## src/rtl/div_iter_core.sv

```systemverilog
// Iterative radix-2 restoring unsigned divider; C = {remainder, quotient}, one bit per cycle.
// Optional macro DIV_EARLY_OUT_EN: B==0 or A<B finishes on the start edge without iterating.
//
// state | meaning
// IDLE  | input_init=1; a valid at the edge latches A/B and starts a divide
// BUSY  | one quotient bit per cycle; valid low aborts back to IDLE
// DONE  | done=1 for one cycle with C loaded, then IDLE regardless of valid
module div_iter_core #(
    parameter int WIDTH = 64
) (
    input  logic                 clk,
    input  logic                 reset,
    input  logic                 valid,
    input  logic [WIDTH-1:0]     A,
    input  logic [WIDTH-1:0]     B,
    output logic                 input_init,
    output logic                 done,
    output logic [2*WIDTH-1:0]   C
);

    localparam int CW = (WIDTH > 1) ? $clog2(WIDTH) : 1;

    typedef enum logic [1:0] {
        IDLE = 2'd0,
        BUSY = 2'd1,
        DONE = 2'd2
    } state_t;

    state_t               state_q;
    logic [CW-1:0]        cnt_q;
    logic [WIDTH-1:0]     q_q;
    logic [WIDTH-1:0]     rem_q;
    logic [WIDTH-1:0]     div_q;
    logic [2*WIDTH-1:0]   c_q;
    logic                 done_q;
    logic                 init_q;

    logic [WIDTH:0]       rem_shift_d;
    logic                 ge_d;
    logic [WIDTH-1:0]     rem_d;
    logic [WIDTH-1:0]     q_d;

    // The partial remainder stays below the divisor, so the W-bit wrap of the
    // subtraction is exact whenever the W+1-bit compare says it is taken.
    always_comb begin
        rem_shift_d = {rem_q, q_q[WIDTH-1]};
        ge_d        = (rem_shift_d >= {1'b0, div_q});
        rem_d       = ge_d ? (rem_shift_d[WIDTH-1:0] - div_q) : rem_shift_d[WIDTH-1:0];
        q_d         = {q_q[WIDTH-2:0], ge_d};
    end

    always_ff @(posedge clk or negedge reset) begin
        if (!reset) begin
            state_q <= IDLE;
            cnt_q   <= '0;
            q_q     <= '0;
            rem_q   <= '0;
            div_q   <= '0;
            c_q     <= '0;
            done_q  <= 1'b0;
            init_q  <= 1'b1;
        end else begin
            case (state_q)
                IDLE: begin
                    done_q <= 1'b0;
                    if (valid) begin
                        q_q    <= A;
                        div_q  <= B;
                        rem_q  <= '0;
                        cnt_q  <= '0;
                        init_q <= 1'b0;
`ifdef DIV_EARLY_OUT_EN
                        if (B == '0) begin
                            c_q     <= {A, {WIDTH{1'b1}}};
                            done_q  <= 1'b1;
                            state_q <= DONE;
                        end else if (A < B) begin
                            c_q     <= {A, {WIDTH{1'b0}}};
                            done_q  <= 1'b1;
                            state_q <= DONE;
                        end else begin
                            state_q <= BUSY;
                        end
`else
                        state_q <= BUSY;
`endif
                    end
                end
                BUSY: begin
                    if (!valid) begin
                        state_q <= IDLE;
                        init_q  <= 1'b1;
                    end else begin
                        q_q   <= q_d;
                        rem_q <= rem_d;
                        cnt_q <= cnt_q + CW'(1);
                        if (cnt_q == CW'(WIDTH - 1)) begin
                            c_q     <= {rem_d, q_d};
                            done_q  <= 1'b1;
                            state_q <= DONE;
                        end
                    end
                end
                DONE: begin
                    done_q  <= 1'b0;
                    init_q  <= 1'b1;
                    state_q <= IDLE;
                end
                default: begin
                    done_q  <= 1'b0;
                    init_q  <= 1'b1;
                    state_q <= IDLE;
                end
            endcase
        end
    end

    assign input_init = init_q;
    assign done       = done_q;
    assign C          = c_q;

endmodule

```

## config.mk

```make
export PLATFORM = sky130hd
export DESIGN_NAME = div_iter_core
export DESIGN_NICKNAME = d
export VERILOG_FILES = /design/src/rtl/div_iter_core.sv
export SDC_FILE = /design/constraint.sdc
export NUM_CORES = 1
export LEC_CHECK = 0
export BUFFER_PORTS_ARGS = -buffer_cell sky130_fd_sc_hd__buf_2
export CAP_MARGIN = 20
export CORE_MARGIN = 2
export CORE_UTILIZATION = 45
export DETAILED_ROUTE_END_ITERATION = 8
export PLACE_DENSITY = 0.75
export SYNTH_ARGS = -nofsm -noshare
export SYNTH_HDL_FRONTEND = slang
export SYNTH_SLANG_ARGS = --single-unit
```

## constraint.sdc

```tcl
create_clock -name clk -period 6.4 [get_ports clk]
set_input_delay 1.28 -clock clk [delete_from_list [all_inputs] [get_ports clk]]
set_output_delay 1.28 -clock clk [all_outputs]
set_load 0.01 [all_outputs]
```

==> results of run 1 <==
[cell type report]
| type | count | area share [%] |
|---|---|---|
| Sequential cell | 330 | 41.0 |
| Clock buffer | 52 | 5.44 |
| Multi-Input combinational cell | 1410 | 40.5 |
| Timing Repair Buffer | 274 | 7.52 |
| Antenna cell | 1 | 0.0124 |
| Inverter | 82 | 1.53 |
| Clock inverter | 15 | 0.820 |
| Tap cell | 511 | 3.18 |
[through the flow]
stage,instances,hold WS [ps]
floorplan,1937,454
global placement,2603,454
detailed placement,2603,457
CTS,2670,474
global route,2674,493
finish,2675,466
[registers in the layout, indices dropped and copies added, names as in the netlist]
name        cells
state_q         2
C             128
div_q          64
q_q            64
done            1
cnt_q           6
rem_q          64
input_init      1
[cells in the final DEF, fill, tap and decap left out, drive strengths merged, types with 3 or more instances in the layout]
master  netlist  layout
xor2         21      21
a31oi         6       6
nor2b        10      10
a311o         3       3
a211oi        4       4
clkbuf       96      52
clkinv        0      11
nand3        13      13
ha           65      65
and3         15      15
nor4          3       3
or2           5       5
o21ai       302     302
nor3         11      11
buf          19     274
a21oi       100     100
a21o         28      28
dfrtp       329     329
xnor2        40      40
or3           3       3
o21bai       14      14
nor2         60      60
inv          82      83
nand4        25      25
o21a          6       6
a21boi        3       3
o211ai        4       4
nand2b        5       5
nand2       501     501
mux2i       122     122
o31ai         7       7
a311oi        3       3
[power groups by stage]
| stage | combinational, W | sequential [W] | clock, W |
|---|---|---|---|
| after floorplan | 0.000415 | 0.00228 | 0 |
| after global placement | 0.000603 | 0.00229 | 0 |
| after detailed placement | 0.000616 | 0.00230 | 0 |
| after CTS | 0.000619 | 0.00226 | 0.00224 |
| after global routing | 0.000700 | 0.00227 | 0.00232 |
| final | 0.000618 | 0.00226 | 0.00217 |
[logic make-up after synthesis]
logic type,share of synthesized area (%)
compound gates,16.3
xor+xnor,3.11
fa+ha+maj,4.91
buf+inv,4.60
flops,48.1
mux,7.18
simple gates,15.8
[final timing paths]
kind | start | to | slack, ps | depth (start not counted)
worst max-delay path | rem_q[11] | rem_q[10] | 2280 | 13
worst min-delay path | C[7] | C[7] | 470 | 2
worst max register to register | rem_q[11] | rem_q[10] | 2280 | 13
worst min register to register | C[7] | C[7] | 470 | 2
max in group asynchronous | reset | div_q[45] | 4420 | 2
min in group asynchronous | reset | div_q[1] | 780 | 1
[routing by layer]
| layer | global-route usage (%) | vias up |
|---|---|---|
| met5 | 0 | - |
| met1 | 29.6 | 6753 |
| li1 | - | 6965 |
| met4 | 6.91 | 8 |
| met3 | 6.94 | 62 |
| met2 | 37.0 | 393 |
[worst register-to-register path: stages, from the launching register on]
cell and delay [ps]:
dfrtp_1 400, ha_1 400, a21oi_1 220, o21ai_0 150, nor3_1 210, nand3_1 160, a32oi_1 390, a21oi_1 200
and3_1 220, o21ai_2 270, and2_4 600, buf_12 330, mux2i_1 290, o21ai_0 120
==> run summary, run 1 <==
After layout, the worst path uses 64.3% of the clock period. The per-cell routed wire length is 16.8 µm. The required time at the worst-slack endpoint came out at 6780 ps. After synthesis, the mean cell area works out to between 8 and 9 µm². Summed over all nets, wire length on met2 after detailed routing comes to 20600 µm.

Registers take 8260 µm². In this run the worst path has a maximum fanout of 34. The first-pass GRT wire length came out at 72700 µm. After detailed routing, no signal wire sits above met5. The most used standard cell by instance count after synthesis is nand2_1.

The level count of the clock H-tree came out at 2. The ratio of routed vias to standard cells is 5.30. At the end of routability-driven placement, the weighted congestion stood at 0.875. The power share of the clock group is around 43%. The total power per unit cell area came out at 251 nW/µm². The path class of the tightest hold or removal check is flip-flop to flip-flop. The number of global-route vias before repair is 13997.

The master cell of the clock root buffer is clkbuf_16. The worst setup slack after layout is 2280 ps. The post-layout utilization of the core came out at 53.6%. The pin count of the biggest net entering global routing is approximately 130. The maximum operating frequency came out at around 0.24 GHz.

For this run, the leading register cell type out of synthesis is dfrtp_1. The mapped cell area is about 17000 µm². The signal arrival time at the worst endpoint came out at 4500 ps.

The net switching power is 0.00134 W. The cell area after placement came out at 18800 µm². The die height came out at around 200 µm. Setup violations remaining at the end of the flow were counted as 0. Pin placement for this block handled 261 I/O pins.

Ranked by instance count, the synthesized netlist is headed by nand2_1, dfrtp_1, o21ai_0. Yosys mapped the design onto 65 distinct sky130hd cell types. The post-cts sizing count is 0. The maximum cell stage delay along the critical path is 600 ps. In the post-synthesis netlist, the biggest area contributors are dfrtp_1, nand2_1, mux2i_1, o21ai_0, ha_1. The worst-case headroom to the max-slew limit came out at 38.6%. The critical path is of the flip-flop to flip-flop type.

The clock insertion delay at the later pin of the skew report came out at 550 ps. The worst-case clock skew is 14.8 ps. In this run, flip-flops and latches consume 44.7% of the power.

The total number of clock tree sinks is between 300 and 400. The largest area contributor in the synthesized netlist is dfrtp_1. The cell with the largest stage delay on the worst path is and2_4.

Counting every instance in the synthesized netlist gives 1937. For this run, the total global-route usage over all layers was measured as 22.9%. The flow ran to the end, and the final reports show no timing, DRC or antenna violations. The wire-length estimate of the detail-placed layout is 31900 µm. The kind of end point of the critical path is a flip-flop. The signal on the critical path passes through ha_1, a21oi_1, o21ai_0, nor3_1, nand3_1, a32oi_1, a21oi_1, and3_1, o21ai_2, and2_4, buf_12, mux2i_1, o21ai_0. The proportion of synthesized flip-flops having asynchronous set or reset is 100%. The summed negative setup slack over all endpoints is 0 ps. The x dimension of the die is 199 µm.

Once layout is done, the placed cells without fillers occupy about 20000 µm². The net switching share of the total power is 26.5%. The die outline area came out at 39700 µm². The number of max-cap violations is 0. The number of optimization iterations in the first detailed-route pass is 5. The initial antenna violation count came out at 4. In this run, synthesis inferred 0 flip-flops with an integrated enable.

The portion of total power attributed to combinational logic came out at between 10% and 20%. After filler insertion, the fill cell instance count of the layout stands at 3428. The number of nets handed over by synthesis was between 2000 and 2500. The peak ir drop on the vdd network came out at ~200 µV.

Compared with the post-synthesis result, the final layout area differs by 17.3%. The register area share after synthesis came out at 48.1%. The shortest clock period the worst path allows after layout is 4120 ps. The total clock buffers created by CTS came out at 38. The leakage power summed over all cells is roughly 11 nW. The total number of vias is between 10000 and 15000.

The cell class contributing the biggest share of worst-path delay is compound AO/OA/AOI/OAI gates. The final-stage net count is 2333. The number of storage elements in the synthesis netlist came out at 330. Internal power comes to between 0.003 and 0.004 W. The met1 wire length came out at 19300 µm. The remaining global-route overflow came out at 0. The footprint of the multi-input gates is 8150 µm². The startpoint class of the critical path is a flip-flop. The post-route netlist has 16.3% of its cells at a drive strength greater than 1. The synthesized design devotes to its leading area cell type between 40% and 50% of total area.

Once the clock tree was built, the setup fixing pass inserted 0 buffers. The count of nets left with antenna violations once routing finished came out at 0. The buffers plus inverters on the worst setup path is 1. The number of max-slew violations in the final report is 0. TritonCTS built the clock tree. Setup repair after global routing left no endpoint under its margin. The detailed router's first-iteration violation count came out at 870. After layout, the design draws a total of 0.00505 W.

The starting utilization of the core area is a little under half. For the pin with the worst max-slew slack, the measured transition is ~900 ps. The count of unresolved DRC violations after routing came out at 0. During placement, the flow inserted port buffers numbering 260. The clock transition at the register clock pins on the worst setup and hold paths after CTS came out at 60 ps.

The pre-CTS setup slack is about 2200 ps. The number of synthesis warnings is 0. The overall routed net length came out at about 45000 µm. The number of placement rows came out at 71. The maximum number of buffers from clock root to sink came out at 3. After clock tree synthesis, the flow added hold-fix buffers numbering 0.

In this run the standard cell core region covers approximately 38000 µm². The hold violation count in the final report is 0. The total met3 wirelength after detailed routing came out at 3830 µm.
No activity file was read; power rests on OpenSTA's default activity.
==> run 2: changes to the inputs <==
--- a/config.mk
+++ b/config.mk
@@ -5,12 +5,13 @@
 export SDC_FILE = /design/constraint.sdc
 export NUM_CORES = 1
 export LEC_CHECK = 0
+export ABC_AREA = 1
 export BUFFER_PORTS_ARGS = -buffer_cell sky130_fd_sc_hd__buf_2
 export CAP_MARGIN = 20
 export CORE_MARGIN = 2
 export CORE_UTILIZATION = 45
 export DETAILED_ROUTE_END_ITERATION = 8
-export PLACE_DENSITY = 0.75
+export PLACE_DENSITY = 0.74
 export SYNTH_ARGS = -nofsm -noshare
 export SYNTH_HDL_FRONTEND = slang
 export SYNTH_SLANG_ARGS = --single-unit
==> constraint.sdc (replaced) <==
create_clock -name clk -period 4.1 [get_ports clk]
set_input_delay 0.82 -clock clk [delete_from_list [all_inputs] [get_ports clk]]
set_output_delay 0.82 -clock clk [all_outputs]
set_load 0.01 [all_outputs]
==> run 2 against run 1 <==
  * Critical path depth increased by 1
  * Non-clock buffer count increased by 11
  * Global-route usage increased by 3.0 points
  * Combinational power increased by 57%
  * First-iteration DRC count increased by 60%
  * Synthesized cell count increased by 53%
  * Sequential power increased by 58%
  * Sequential cell count unchanged
  * Clock skew increased by 6.5 ps
  * Wire length increased by 32%
  * Critical path type unchanged
  * Largest cell class is now multi-input combinational cells
  * Largest power group unchanged
==> run summary, run 2 <==
For this run, the detailed router's first-pass iteration total came to 5. The footprint of the multi-input gates came out at a little under 10000 µm². For this run, the post-layout net count is 3370. The maximum operating frequency came out at 0.334 GHz. Between clock sinks in the finished design, the worst skew comes to about 21 ps. After layout, the minimum clock period comes to 2990 ps. The largest area contributor in the synthesized netlist is dfrtp_1. Of the cells placed in the final design, the portion with a size suffix greater than 1 is 12.1%.

The post-synth net total is 3151. The commonest cells after synthesis are nand2_1, nor2_1, inv_1. The number of filler cells placed in the layout came out at roughly 4500.

The most used flip-flop cell after synthesis is dfrtp_1. The pin count of the biggest net entering global routing came out at 97. The leakage power summed over all cells came out at 13.3 nW. The H-tree generated during clock tree synthesis spans 2 levels.

The initial antenna violation count came out at 14. The synthesized area per cell is 6.73 µm². The first global-routing pass estimated 96000 µm of wire.

The number of max-slew violations in the final report came out at 0. The summed negative setup slack over all endpoints came out at 0 ps. From bottom edge to top edge, the die measures 214 µm. The mapped cell area is 19900 µm². The cell area after placement came out at 21800 µm². In the post-synthesis netlist, the biggest area contributors are dfrtp_1, nand2_1, nor2_1, inv_1, nand3_1. Of the available clock period, the critical path in the final layout requires 73.0%. The number of placement rows is between 70 and 80. The die outline area is 45900 µm². Of all flip-flops after synthesis, the portion carrying an async set or reset was 100%. The initial utilization of the core area, before any placement, comes to around 45%.

The post-layout instance area came out at around 23000 µm². Clock-pin slew was measured on the worst setup and hold paths at 60 ps. The final hold slack came out at 288 ps. The flow ran to the end, and the final reports show no timing, DRC or antenna violations. The leading cell type in the layout, fill and taps excluded is nand2_1. After synthesis, flip-flops and latches occupy 41.5% of the total area.

Yosys printed 0 warnings. The worst min-delay path category is primary input to asynchronous set/reset pin. The number of global-route vias before repair is 18146.

The number of buffers added to fix hold violations after cts came out at 0. Of all nets on the critical path, the largest fanout is 65. The routability congestion estimate from global placement is 1.04. Max-cap violations in this run came to 0. The total power consumption of the routed design is 0.00792 W.

The setup violation total in the final timing report came out at 0. The TritonCTS clock tree is yes. The worst setup path is launched from a flip-flop. The count of unresolved DRC violations after routing is 0. Measured along the x axis, the die boundary spans between 200 and 250 µm. The total number of vias is approximately 19000. The worst setup path is of the flip-flop to flip-flop kind. The count of buffers from port buffering is 260. Synthesis produced a netlist whose cell count is 2954. In this run, synthesis produced a sequential element count of 330.

The aggregate global-route resource usage is 25.9%. The placed instance count is about 3700. The total number of clock tree sinks is 330. The overall routed net length came out at 59200 µm.

The I/O pin count came out at around 260. The hold violation count in the final report is 0. Registers take 8260 µm².

The root buffer cell chosen for the clock tree is clkbuf_16. The non-filler instance count after layout is 3797. The maximum number of buffers from clock root to sink is 3. The per-cell routed wire length is ~16 µm.

The core box area is 43900 µm². The post-cts sizing count is 0. The clock reaches the later pin of the worst-skew pair after roughly 570 ps. The ratio of routed vias to standard cells came out at 4.98. Data arrives at the worst endpoint at ~3500 ps. The peak ir drop on the vdd network is 408 µV. The area added between synthesis and finish came out at 15.7%. The post-route antenna net violation count came out at 0. The top cell types in the final layout, fill and taps aside, are nand2_1, nor2_1, inv_1, dfrtp_1, buf_2. The detailed router's first-iteration violation count is 1395. Among all cell types in the netlist, the one instantiated most often is nand2_1. The synthesized design devotes to its leading area cell type 41.4% of total area.

The worst setup path is captured at a flip-flop. The required time at the worst-slack endpoint is 4610 ps. The HPWL after detailed placement is between 40000 and 50000 µm. The number of synthesized flops with an enable pin is 0.

The total clock buffers created by CTS is 36. The number of flip-flops under the largest register name is roughly 130. The number of buffers inserted to repair setup after CTS came out at 0. Global routing finished with a remaining overflow of 0. In this run, distinct cell masters in the synthesized netlist total 39. The worst-case headroom to the max-slew limit came out at 45.2%. The total power per unit cell area came out at 344 nW/µm².

The transition at the pin with the smallest max-transition slack is 822 ps. Setup repair after global routing left no endpoint under its margin.
==> run 2: cell types whose count changed after synthesis, sizes merged, moves of 44 or more <==
| cell | change |
|---|---|
| nand2 | +626 |
| nand3 | +156 |
| mux2i | -122 |
| nor2 | +378 |
| clkbuf | -44 |
| inv | +307 |
| a31oi | +59 |
| nand3b | +51 |
| o21ai | -288 |
==> run 2: final timing paths <==
kind / startpoint / to / slack [ps] / cells past startpoint
setup reg to reg: rem_q[44] / rem_q[27] / 1110 / 14
hold / removal: reset / C[88] / 290 / 1
setup / recovery: rem_q[44] / rem_q[27] / 1110 / 14
max in group asynchronous: reset / q_q[41] / 2900 / 2
hold reg to reg: C[120] / C[120] / 470 / 2
min in group clk: C[120] / C[120] / 470 / 2
==> run 2: power by group <==
group	leakage (nW)	internal [W]	switching, W
sequential	4.17	0.00345	0.000111
combinational	8.51	0.000342	0.000627
clock	0.607	0.00197	0.00141
total	13.3	0.00577	0.00215
==> run 2: worst max-delay path: stages (launching register included) <==
cell and delay (ps):
dfrtp_1 410, ha_1 390, nand2_1 180, nor2_2 80
and2_2 210, nand2_1 140, nor2_2 70, nand4_1 80
nand2_1 80, nor2_4 100, buf_4 610, nand3_1 160
nand2_1 140, nand2_1 70, nand2_1 100
==> run 2: cell families after synthesis <==
logic type | Yosys count | share of synthesized area [%]
AND/OR/NAND/NOR | 1817 | 36.9
buffers and inverters | 494 | 9.87
flip-flops | 330 | 41.5
AO/OA/AOI/OAI | 208 | 5.79
adder cells (fa/ha/maj) | 66 | 4.19
XOR/XNOR | 38 | 1.67
multiplexers | 1 | 0.0566
==> run 2: per-layer routing <==
layer / GRT usage (%) / part of all wire (%) / up-vias
li1: - / - / 9505
met1: 34.6 / 44 / 8653
met2: 41.5 / 45 / 613
met3: 6.01 / 7.9 / 127
met4: 8.73 / 3.3 / 20
met5: 0 / 0.19 / -
==> run 2: area by class of cell <==
cell class | count | share of cell area, %
Antenna cell | 5 | 0.0544
Clock buffer | 56 | 4.72
Clock inverter | 9 | 0.696
Inverter | 390 | 6.36
Multi-Input combinational cell | 2130 | 42.2
Sequential cell | 330 | 35.9
Tap cell | 592 | 3.22
Timing Repair Buffer | 285 | 6.84
==> run 2: through the flow <==
stage	util (%)	setup WS [ps]
finish	52.4	1110
global route	52.4	870
CTS	52.3	1160
detailed placement	49.5	1180
global placement	49.5	1210
floorplan	-	1930
